===== src/rtl/dec_deserializer_22b.sv =====
// Frame-envelope serial-to-parallel receiver: MSB-first words framed by frame_sync_i,
// with a ready/valid output register, malformed-frame pulse, sticky overrun and good-frame count.
module dec_deserializer_22b #(
  parameter int DATA_W = 22,
  parameter int CNT_W  = 16
) (
  input  logic              clk,
  input  logic              rst,
  input  logic              ser_data_i,
  input  logic              frame_sync_i,
  input  logic              ready_i,
  input  logic              clear_i,
  output logic [DATA_W-1:0] data_o,
  output logic              valid_o,
  output logic              frame_err_o,
  output logic              overrun_o,
  output logic [CNT_W-1:0]  frame_cnt_o
);
  // state    | meaning
  // IDLE     | waiting for a rising edge of the registered frame envelope
  // SHIFT    | capturing bits, MSB first
  // CHECK    | all bits captured; envelope must drop now for a good frame
  // WAIT_LOW | frame ran long; ignore everything until the envelope drops
  typedef enum logic [1:0] {IDLE, SHIFT, CHECK, WAIT_LOW} state_t;

  localparam int              BC_W    = $clog2(DATA_W + 1);
  localparam logic [BC_W-1:0] BC_LAST = BC_W'(DATA_W - 1);

  state_t            state_q;
  logic              r_data_q;
  logic              r_sync_q;
  logic              r_sync_dly_q;
  logic              samp_ok_q;
  logic              armed_q;
  logic [DATA_W-1:0] shift_q;
  logic [BC_W-1:0]   bit_cnt_q;
  logic [DATA_W-1:0] data_q;
  logic              valid_q;
  logic              frame_err_q;
  logic              overrun_q;
  logic [CNT_W-1:0]  frame_cnt_q;

  logic sync_rise;
  logic load_word;

  // r_sync_q only holds a real sample after the first edge out of reset; armed_q
  // requires a genuine low so a frame already in flight at reset release is skipped.
  assign sync_rise = armed_q & r_sync_q & ~r_sync_dly_q;
  assign load_word = (state_q == CHECK) & ~r_sync_q;

  always_ff @(posedge clk or posedge rst) begin
    if (rst) begin
      state_q      <= IDLE;
      r_data_q     <= 1'b0;
      r_sync_q     <= 1'b0;
      r_sync_dly_q <= 1'b0;
      samp_ok_q    <= 1'b0;
      armed_q      <= 1'b0;
      shift_q      <= '0;
      bit_cnt_q    <= '0;
      data_q       <= '0;
      valid_q      <= 1'b0;
      frame_err_q  <= 1'b0;
      overrun_q    <= 1'b0;
      frame_cnt_q  <= '0;
    end else begin
      r_data_q     <= ser_data_i;
      r_sync_q     <= frame_sync_i;
      r_sync_dly_q <= r_sync_q;
      samp_ok_q    <= 1'b1;
      if (samp_ok_q && !r_sync_q) armed_q <= 1'b1;
      frame_err_q  <= 1'b0;

      case (state_q)
        IDLE: begin
          if (sync_rise) begin
            shift_q   <= {{(DATA_W-1){1'b0}}, r_data_q};
            bit_cnt_q <= BC_W'(1);
            state_q   <= SHIFT;
          end
        end
        SHIFT: begin
          if (r_sync_q) begin
            shift_q   <= {shift_q[DATA_W-2:0], r_data_q};
            bit_cnt_q <= bit_cnt_q + BC_W'(1);
            if (bit_cnt_q == BC_LAST) state_q <= CHECK;
          end else begin
            frame_err_q <= 1'b1;
            state_q     <= IDLE;
          end
        end
        CHECK: begin
          if (r_sync_q) begin
            frame_err_q <= 1'b1;
            state_q     <= WAIT_LOW;
          end else begin
            state_q <= IDLE;
          end
        end
        WAIT_LOW: begin
          if (!r_sync_q) state_q <= IDLE;
        end
        default: state_q <= IDLE;
      endcase

      // A new word may overwrite an accepted one freely; only an unaccepted one is an overrun.
      if (load_word) begin
        data_q      <= shift_q;
        valid_q     <= 1'b1;
        frame_cnt_q <= frame_cnt_q + CNT_W'(1);
      end else if (valid_q && ready_i) begin
        valid_q <= 1'b0;
      end

      if (load_word && valid_q && !ready_i) overrun_q <= 1'b1;
      else if (clear_i)                     overrun_q <= 1'b0;
    end
  end

  assign data_o      = data_q;
  assign valid_o     = valid_q;
  assign frame_err_o = frame_err_q;
  assign overrun_o   = overrun_q;
  assign frame_cnt_o = frame_cnt_q;

endmodule


===== config.mk =====
export PLATFORM = sky130hd
export DESIGN_NAME = dec_deserializer_22b
export DESIGN_NICKNAME = d
export VERILOG_FILES = /design/src/rtl/dec_deserializer_22b.sv
export SDC_FILE = /design/constraint.sdc
export NUM_CORES = 1
export LEC_CHECK = 0
export CORE_ASPECT_RATIO = 1.75
export CORE_MARGIN = 2
export CORE_UTILIZATION = 35
export DETAILED_ROUTE_END_ITERATION = 10
export SLEW_MARGIN = 20
export SYNTH_ARGS = -nofsm -noshare
export SYNTH_HDL_FRONTEND = slang
export SYNTH_SLANG_ARGS = --single-unit

===== constraint.sdc =====
create_clock -name clk -period 2.6 [get_ports clk]
set_input_delay 0.52 -clock clk [delete_from_list [all_inputs] [get_ports clk]]
set_output_delay 0.52 -clock clk [all_outputs]
set_load 0.02 [all_outputs]

==> summary.txt, run 1 <==
Global routing
  • Total global routing overflow: 0
  • Met2 usage: 22.0%
  • GR Layer Usage met1: 15.2%
  • Total GRT Usage: 13.3%
  • First-pass GRT wire length: 9.47 mm
  • Most Crowded Layer GR: met2
  • Pin count of the biggest net entering global routing: 76
  • Vias in the first global route: 2033
  • Met3 GRT Util: 3.30%
  • Initial antenna violation count: 0

Floorplanning
  • Die height: 126 µm
  • Starting Density: 35.8%
  • # IOs: 47
  • Core Box Area: 0.00826 mm²
  • Die Area: 0.00922 mm²
  • Row count: 44
  • Die width: 73.4 µm

Power and ir drop
  • Maximum VDD drop: 0.000336 V
  • P per Cell Area: 667 mW/mm²
  • Leakage: 1.84 nW

Timing
  • Final critical-path required period: 1.93 ns
  • Sum Neg Setup Slack: 0 ns
  • Hold Worst Slack: 0.446 ns
  • Period utilization: 74.3%
  • Final setup viols: 0
  • Worst-margin pin slew: 0.729 ns
  • Slew Limit Fails: 0
  • Max Freq: 518 MHz
  • Relative slew slack: 51.4%
  • Fin Clk Skew: 0.00447 ns
  • RSZ-0062 raised after global routing: no
  • Hold Vio Cnt, Final: 0

Synthesis
  • #FFs+latches synth: 75
  • Mapped Cells: 266
  • Post-synthesis simple-gate area fraction: 19.3%
  • Syn_area_per_cell: 11.1 µm²
  • Seq/Total Area, Yosys: 63.6%
  • Synth Area in Compound Gates: 7.08%
  • Distinct cells, synth: 35
  • Synth Area in Adders: 1.27%
  • Synth warn: 0
  • Largest family of logic cells by synthesized area: simple AND/OR/NAND/NOR gates
  • Cell taking the most area after synthesis: dfrtp_1
  • Post-Synth XOR/XNOR Area: 5.34%
  • Syn_nets: 275
  • Cell Area, Synth: 0.00295 mm²
  • Yosys top cell area share: 63.6%
  • Area contributors post-synth: dfrtp_1 (64%), nand2_1 (11%), a22o_1 (5.0%)
  • Post-synthesis mux area share: 0.720%

Placement
  • Port Buffers: 46
  • HPWL after DPL: 3.65 mm
  • Placer Congestion: 0.760

Clock network
  • Post-CTS Resized: 0
  • Clock latency on the worst-skew pair: 0.32 ns
  • Clk slew on worst S/H paths: 0.06 ns
  • # Post-CTS Setup Buffers: 0
  • CTS tree: built
  • Htree depth: 3
  • CTS buffer count: 9
  • Clock sink count: 75
  • CTS root buf: clkbuf_16
  • Longest Clk Path Bufs: 2
  • # hold bufs at CTS: 0

Run
  • Max Cap Viol: 0

Min path
  • Worst Hold Class: flop to flop

Worst setup path
  • Critical path class: flop to primary output
  • RR Endpoint: frame_cnt_o[7]
  • Worst-path cell chain: clkdlybuf4s50_1
  • Data arrival, critical path: 1.41 ns
  • R2R Setup Slk: 0.82 ns
  • Crit path buf inv count: 1
  • Slowest stage delay, CP: 0.66 ns
  • Worst reg2reg path depth: 4
  • Worst setup startpoint: frame_cnt_o[0]
  • Critical path depth: 1
  • Slowest cell on crit path: clkdlybuf4s50_1
  • Cell family with most CP delay: buffers and inverters
  • Critical path endpoint category: primary output
  • Crit path required time: 2.08 ns
  • Worst reg2reg path startpoint: state_q[0]
  • Worst setup path endpoint: frame_cnt_o[0]
  • Worst-path fanout max: 5
  • Worst setup SP type: flop

Drt
  • Routed WL: 5.37 mm
  • Antenna viol nets, final: 0
  • Via density: 4.88
  • Initial DRC count: 107
  • DRC errors left: 0
  • Wirelength per Cell: 13.1 µm
  • Vias: 2007
  • DRT Pass-1 Iters: 4

Finish
  • Fillers: 765
  • Layout cells sized above 1: 8.46%
  • Most frequent cells in the layout: nand2_1 (85), dfrtp_1 (75), clkdlybuf4s50_1 (46), a22o_1 (17), xnor2_1 (13)
  • NumNets Final: 323
  • Diode count: 0
  • Area grow syn2layout: 29.4%
  • Most common cell after layout, fill and taps aside: nand2_1

Run status
  • Status: finished clean
power breakdown:
part	leakage [nW]	total, mW	switching (mW)	internal [mW]
clock network	0.155	1.25	0.437	0.817
logic	0.659	0.0864	0.0540	0.0324
registers	1.02	1.21	0.0209	1.19
total	1.84	2.55	0.511	2.04
final cells by class:
cell class                      instances  area, µm²  area share [%]
Clock buffer                           12        267            6.97
Sequential cell                        75       1880            49.1
Multi-Input combinational cell        174       1000            26.2
Timing Repair Buffer                   49        495            13.0
Tap cell                               92        115            3.01
Inverter                                5       18.8           0.491
Clock inverter                          4       47.5            1.24
cell usage after synthesis (all sizes together):
cell and number:
nand3 7, a21o 1, mux2i 1, a22o 17, xnor2 13, nand2 85
nand4 7, o21a 1, mux2 1, nor3b 2, o21ai 5, clkbuf 5
nor2b 2, conb 1, nand2b 2, o31ai 1, and2b 1, and3 1
dfrtp 75, and3b 2, inv 5, nor3 1, xor2 5, nor2 11
or3b 1, ha 3, o22ai 2, and4 1, buf 7
worst register-to-register path, delay by kind of cell (launching register included):
| kind | cells | cell delay (ns) |
|---|---|---|
| xor+xnor | 1 | 0.15 |
| simple gates | 3 | 1.08 |
| flops | 1 | 0.47 |
state kept, by name, indices dropped and copies added, names as in the netlist:
| register | flops |
|---|---|
| r_sync_dly_q | 1 |
| bit_cnt_q | 5 |
| frame_err_o | 1 |
| r_sync_q | 1 |
| armed_q | 1 |
| valid_o | 1 |
| shift_q | 22 |
| r_data_q | 1 |
| samp_ok_q | 1 |
| state_q | 2 |
| overrun_o | 1 |
| frame_cnt_o | 16 |
| data_o | 22 |
through the flow:
step / area (µm²) / util [%] / total power [mW] / instances / setup WS, ns
global route: 3820 / 46.3 / 2.65 / 411 / 0.609
CTS: 3820 / 46.3 / 2.59 / 411 / 0.637
floorplan: 2950 / - / 1.29 / 266 / 0.170
global placement: 3510 / 42.5 / 1.32 / 395 / 0.857
finish: 3820 / 46.3 / 2.55 / 411 / 0.668
detailed placement: 3510 / 42.5 / 1.32 / 395 / 0.805
per-layer routing:
| metal | part of all wire [%] | vias to the layer above |
|---|---|---|
| met2 | 53 | 36 |
| met5 | 0 | - |
| li1 | - | 977 |
| met3 | 3.3 | 10 |
| met1 | 41 | 984 |
| met4 | 2.6 | 0 |
worst min-delay path by stage:
stage                     startpoint      endpoint  slack, ns  cells after the start
after floorplan             r_sync_q  r_sync_dly_q       0.35                      0
after global placement     samp_ok_q       armed_q       0.43                      1
after detailed placement     armed_q       armed_q       0.44                      1
after CTS                    armed_q       armed_q       0.45                      1
after global routing         armed_q       armed_q       0.46                      1
final                        armed_q       armed_q       0.45                      1
cells by family (layout without fill, tap and decap cells):
family          Yosys count  in the layout
mux                       2              2
fa+ha+maj                 3              3
other cells               1              1
flops                    75             75
compound gates           27             27
simple gates            123            123
xor+xnor                 18             18
buf+inv                  17             70
Power figures use the tool's default switching activity.
==> inputs of run 2 (changes only) <==
Clock period 2.6 ns to 1.8 ns, I/O delays scaled along.
==> run 2 against run 1 <==
Compared with the run above: die area did not move; cell area grew 1.6%; count of clock-buffer cells in the layout is 2 higher.
==> summary.txt, run 2 (synthesized netlist as in run 1, its figures left out) <==
Timing
  • Final critical-path required period: 1.76 ns
  • Final setup viols: 0 (unchanged)
  • Fin Clk Skew: 0.00513 ns (was 0.00447 ns)
  • Period utilization: 97.7%
  • Hold Vio Cnt, Final: 0 (unchanged)
  • Max Freq: 569 MHz
  • Sum Neg Setup Slack: 0 ns (unchanged)
  • Slew Limit Fails: 0 (unchanged)
  • RSZ-0062 raised after global routing: no (unchanged)

Global routing
  • Total global routing overflow: 0 (unchanged)
  • Total GRT Usage: 13.7% (was 13.3%)
  • Pin count of the biggest net entering global routing: 29 (was 76)
  • First-pass GRT wire length: 9.89 mm (was 9.47 mm)
  • Vias in the first global route: 2066 (was 2033)
  • Initial antenna violation count: 0 (unchanged)

Placement
  • Port Buffers: 46 (unchanged)
  • HPWL after DPL: 3.86 mm (was 3.65 mm)
  • Placer Congestion: 0.835 (was 0.760)

Finish
  • Area grow syn2layout: 31.5% (was 29.4%)
  • NumNets Final: 330 (was 323)
  • Diode count: 0 (unchanged)
  • Layout cells sized above 1: 9.51% (was 8.46%)
  • Fillers: 770 (was 765)
  • Most common cell after layout, fill and taps aside: nand2_1 (unchanged)
  • Most frequent cells in the layout: nand2_1 (85), dfrtp_1 (75), clkdlybuf4s50_1 (43), a22o_1 (17), xnor2_1 (13) (was nand2_1 (85), dfrtp_1 (75), clkdlybuf4s50_1 (46), a22o_1 (17), xnor2_1 (13))

Drt
  • Wirelength per Cell: 13.4 µm (was 13.1 µm)
  • DRT Pass-1 Iters: 4 (unchanged)
  • DRC errors left: 0 (unchanged)
  • Antenna viol nets, final: 0 (unchanged)
  • Via density: 4.90 (was 4.88)
  • Vias: 2049 (was 2007)
  • Routed WL: 5.59 mm (was 5.37 mm)
  • Initial DRC count: 138 (was 107)

Floorplanning
  • Starting Density: 35.8% (unchanged)
  • Die Area: 0.00922 mm² (unchanged)
  • Row count: 44 (unchanged)
  • Core Box Area: 0.00826 mm² (unchanged)
  • Die height: 126 µm (unchanged)
  • # IOs: 47 (unchanged)
  • Die width: 73.4 µm (unchanged)

Run
  • Max Cap Viol: 0 (unchanged)

Clock network
  • Clock sink count: 75 (unchanged)
  • Clk slew on worst S/H paths: 0.05 ns (was 0.06 ns)
  • Longest Clk Path Bufs: 2 (unchanged)
  • # Post-CTS Setup Buffers: 0 (unchanged)
  • CTS tree: built (unchanged)
  • # hold bufs at CTS: 0 (unchanged)
  • CTS root buf: clkbuf_16 (unchanged)
  • Htree depth: 3 (unchanged)
  • Post-CTS Resized: 0 (unchanged)
  • CTS buffer count: 9 (unchanged)
  • Clock latency on the worst-skew pair: 0.33 ns (was 0.32 ns)

Worst setup path
  • Worst reg2reg path startpoint: state_q[1] (was state_q[0])
  • Crit path required time: 1.44 ns (was 2.08 ns)
  • R2R Setup Slk: 0.25 ns (was 0.82 ns)
  • Worst-path fanout max: 5 (unchanged)
  • RR Endpoint: frame_cnt_o[7] (unchanged)
  • Worst reg2reg path depth: 4 (unchanged)
  • Worst-path cell chain: clkdlybuf4s50_1 (unchanged)
  • Critical path class: flop to primary output (unchanged)
  • Worst setup SP type: flop (unchanged)
  • Crit path buf inv count: 1 (unchanged)
  • Data arrival, critical path: 1.40 ns (was 1.41 ns)
  • Slowest stage delay, CP: 0.64 ns (was 0.66 ns)
  • Slowest cell on crit path: clkdlybuf4s50_1 (unchanged)
  • Cell family with most CP delay: buffers and inverters (unchanged)
  • Critical path endpoint category: primary output (unchanged)

Power and ir drop
  • Overall power: 3.52 mW (was 2.55 mW)
  • P per Cell Area: 907 mW/mm² (was 667 mW/mm²)
  • Maximum VDD drop: 0.000522 V (was 0.000336 V)
  • Leakage: 1.92 nW (was 1.84 nW)

Run status
  • Status: finished clean (unchanged)

Min path
  • Worst Hold Class: input pin to asynchronous set/reset pin (was flop to flop)
-- run 2: changes by cell type in the layout (fill, tap and decap cells not counted), sizes merged --
cell and change:
buf +7, inv -1, bufinv -1, clkdlybuf4s50 -3, clkbuf +2, dlymetal6s2s +3
-- run 2: worst max path at each step --
stage | cells after the start | start | endpoint
3_3_place_gp | 4 | state_q[1] | frame_cnt_o[7]
5_1_grt | 1 | frame_cnt_o[5] | frame_cnt_o[5]
2_1_floorplan | 6 | state_q[0] | frame_cnt_o[6]
6_report | 1 | frame_cnt_o[5] | frame_cnt_o[5]
4_1_cts | 1 | frame_cnt_o[0] | frame_cnt_o[0]
3_5_place_dp | 4 | state_q[1] | frame_cnt_o[7]
-- run 2: area by class of cell --
type / instances / area [µm²] / area share [%]
repair buffers: 56 / 593 / 15.3
clock inverters: 2 / 10.0 / 0.258
well taps: 92 / 115 / 2.96
inverters: 5 / 22.5 / 0.580
clock buffers: 14 / 264 / 6.80
multi-input cells: 174 / 1000 / 25.8
flip-flops and latches: 75 / 1880 / 48.3
-- run 2: through the flow --
step | utilization [%] | setup WS (ns) | cells | hold slack [ns] | cell area, µm²
after global routing | 47.0 | 0.00765 | 418 | 0.434 | 3880
after detailed placement | 43.6 | 0.250 | 402 | 0.444 | 3600
after CTS | 46.9 | 0.000274 | 418 | 0.377 | 3880
after global placement | 43.6 | 0.290 | 402 | 0.435 | 3600
final | 47.0 | 0.0414 | 418 | 0.375 | 3880
after floorplan | - | 0.252 | 266 | 0.349 | 2960
-- run 2: layer usage --
layer / vias to the layer above / GRT usage [%] / share of wire, %
li1: 985 / - / -
met1: 1016 / 17.0 / 42
met2: 38 / 22.0 / 53
met3: 10 / 3.71 / 2.9
met4: 0 / 6.10 / 2.2
met5: - / 0 / 0
-- run 2: where the power goes --
group / leakage, nW / internal, mW / switching, mW
Combinational: 0.760 / 0.0643 / 0.0896
Clock: 0.137 / 1.00 / 0.625
Sequential: 1.02 / 1.72 / 0.0242
Total: 1.92 / 2.78 / 0.739
==> inputs of run 3 (changes only) <==
Settings changed: CORE_ASPECT_RATIO 1.75 to not set.
==> run 3 against run 2 <==
Compared with the run above: fmax grew 1.6%; register-to-register slack lost 0.02 ns; critical path depth stayed put; global-route usage fell by 0.63 points; final cell count grew 3.3%; sequential cell count stayed put; die area decreased by 0.32%; clock skew rose by 0.0042 ns.
==> summary.txt, run 3 (synthesized netlist as in run 1, its figures left out) <==
Run status
  • Status: finished clean (unchanged)

Drt
  • Routed WL: 5.53 mm (was 5.59 mm)
  • Antenna viol nets, final: 0 (unchanged)
  • Via density: 4.67 (was 4.90)
  • DRT Pass-1 Iters: 4 (unchanged)
  • Wirelength per Cell: 12.8 µm (was 13.4 µm)
  • Initial DRC count: 68 (was 138)
  • Vias: 2017 (was 2049)
  • DRC errors left: 0 (unchanged)

Power and ir drop
  • Leakage: 1.94 nW (was 1.92 nW)
  • Logic pwr share: 4.4% (about the same)
  • Net Sw Frac: 21.1% (was 21.0%)
  • Clock power frac: 43.3% (was 46.2%)
  • P per Cell Area: 867 mW/mm² (was 907 mW/mm²)
  • Maximum VDD drop: 0.000307 V (was 0.000522 V)
  • Seq pwr share: 52.3% (was 49.4%)
  • Switch Pwr: 0.702 mW (was 0.739 mW)
  • Pint: 2.63 mW (was 2.78 mW)

Placement
  • Port Buffers: 46 (unchanged)
  • Setup WS pre-CTS: 0.241 ns (was 0.250 ns)
  • Placed inst area: 0.00360 mm² (about the same)
  • Placer Congestion: 0.776 (was 0.835)
  • Placed insts: 416 (was 402)
  • HPWL after DPL: 3.82 mm (was 3.86 mm)

Finish
  • Most common cell after layout, fill and taps aside: nand2_1 (unchanged)
  • Most frequent cells in the layout: nand2_1 (85), dfrtp_1 (75), clkdlybuf4s50_1 (39), a22o_1 (17), xnor2_1 (13) (was nand2_1 (85), dfrtp_1 (75), clkdlybuf4s50_1 (43), a22o_1 (17), xnor2_1 (13))
  • Final Cell Area: 0.00384 mm² (was 0.00388 mm²)
  • NumNets Final: 331 (was 330)
  • Layout cells sized above 1: 10.4% (was 9.51%)
  • Fin cells: 432 (was 418)
  • Area grow syn2layout: 30.0% (was 31.5%)
  • Diode count: 0 (unchanged)

Global routing
  • Pin count of the biggest net entering global routing: 31 (was 29)
  • Vias in the first global route: 1899 (was 2066)
  • Total GRT Usage: 13.1% (was 13.7%)
  • Total global routing overflow: 0 (unchanged)
  • Initial antenna violation count: 0 (unchanged)
  • First-pass GRT wire length: 9.11 mm (was 9.89 mm)

Timing
  • Final setup viols: 0 (unchanged)
  • Fin Clk Skew: 0.00932 ns (was 0.00513 ns)
  • Period utilization: 96.1% (was 97.7%)
  • Slew Limit Fails: 0 (unchanged)
  • RSZ-0062 raised after global routing: no (unchanged)
  • Sum Neg Setup Slack: 0 ns (unchanged)
  • Final critical-path required period: 1.73 ns (was 1.76 ns)
  • Max Freq: 578 MHz (was 569 MHz)
  • Hold Vio Cnt, Final: 0 (unchanged)
  • Final worst slack: 0.0698 ns (was 0.0414 ns)

Worst setup path
  • Crit path buf inv count: 1 (unchanged)
  • Worst reg2reg path startpoint: r_sync_q (was state_q[1])
  • Worst-path cell chain: clkdlybuf4s50_1 (unchanged)
  • Data arrival, critical path: 1.37 ns (was 1.40 ns)
  • Worst setup SP type: flop (unchanged)
  • Cell family with most CP delay: buffers and inverters (unchanged)
  • Critical path class: flop to primary output (unchanged)
  • Crit path required time: 1.44 ns (about the same)
  • Critical path endpoint category: primary output (unchanged)
  • Worst-path fanout max: 4 (was 5)
  • Slowest cell on crit path: clkdlybuf4s50_1 (unchanged)
  • Worst setup startpoint: frame_cnt_o[3] (was frame_cnt_o[5])
  • Slowest stage delay, CP: 0.63 ns (was 0.64 ns)

Run
  • Max Cap Viol: 0 (unchanged)

Clock network
  • CTS tree: built (unchanged)
  • Clk slew on worst S/H paths: 0.07 ns (was 0.05 ns)
  • Longest Clk Path Bufs: 2 (unchanged)
  • Clock latency on the worst-skew pair: 0.34 ns (was 0.33 ns)
  • CTS root buf: clkbuf_8 (was clkbuf_16)
  • # hold bufs at CTS: 0 (unchanged)
  • Post-CTS Resized: 2 (was 0)
  • CTS buffer count: 9 (unchanged)
  • # Post-CTS Setup Buffers: 0 (unchanged)
  • Clock sink count: 75 (unchanged)
  • Htree depth: 3 (unchanged)

Floorplanning
  • Die width: 95.9 µm (was 73.4 µm)
  • Core Box Area: 0.00822 mm² (was 0.00826 mm²)
  • # IOs: 47 (unchanged)
  • Die height: 95.9 µm (was 126 µm)
  • Starting Density: 35.9% (was 35.8%)
  • Row count: 33 (was 44)
  • Die Area: 0.00919 mm² (was 0.00922 mm²)

Min path
  • Worst Hold Class: input pin to asynchronous set/reset pin (unchanged)
[run 3: cell types whose count changed in the layout (fill, tap and decap cells not counted), moves of 2 or more]
cell	before	now
bufinv_16	0	2
dlymetal6s2s_1	3	5
buf_4	6	9
buf_12	4	2
clkbuf_1	3	1
clkbuf_16	9	0
clkdlybuf4s50_1	43	39
dlygate4sd2_1	0	2
clkbuf_8	2	11
[run 3: path summary, 6_finish.rpt]
kind / depth (start not counted) / slack [ns] / end
worst max-delay path: 1 / 0.07 / frame_cnt_o[3]
worst min-delay path: 2 / 0.37 / shift_q[3]
worst max register to register: 4 / 0.23 / frame_cnt_o[7]
worst min register to register: 1 / 0.47 / armed_q
max in group asynchronous: 3 / 0.96 / shift_q[6]
min in group clk: 1 / 0.45 / r_data_q
[run 3: stage by stage]
stage	power [mW]	utilization, %	hold WS (ns)
floorplan	1.86	-	0.349
global placement	1.92	43.8	0.438
detailed placement	1.92	43.8	0.456
CTS	3.38	46.6	0.368
global route	3.47	46.7	0.396
finish	3.33	46.7	0.370
[run 3: routing by layer]
layer,global-route usage (%),up-vias,share of wire (%)
li1,-,986,-
met1,17.8,981,50
met2,19.6,43,45
met3,3.84,7,4.1
met4,5.36,0,1.4
met5,0,-,0
[run 3: area by class of cell]
cell class	count	area (µm²)
Clock buffer	12	155
Clock inverter	4	72.6
Fill cell	760	4380
Inverter	5	22.5
Multi-Input combinational cell	174	1000
Sequential cell	75	1880
Tap cell	105	131
Timing Repair Buffer	57	578
[run 3: power by group through the flow]
stage          combinational [mW]  sequential [mW]  clock, mW
3_5_place_dp                0.149             1.77          0
4_1_cts                     0.150             1.74       1.49
3_3_place_gp                0.147             1.77          0
5_1_grt                     0.167             1.74       1.56
2_1_floorplan              0.0929             1.77          0
6_report                    0.146             1.74       1.44
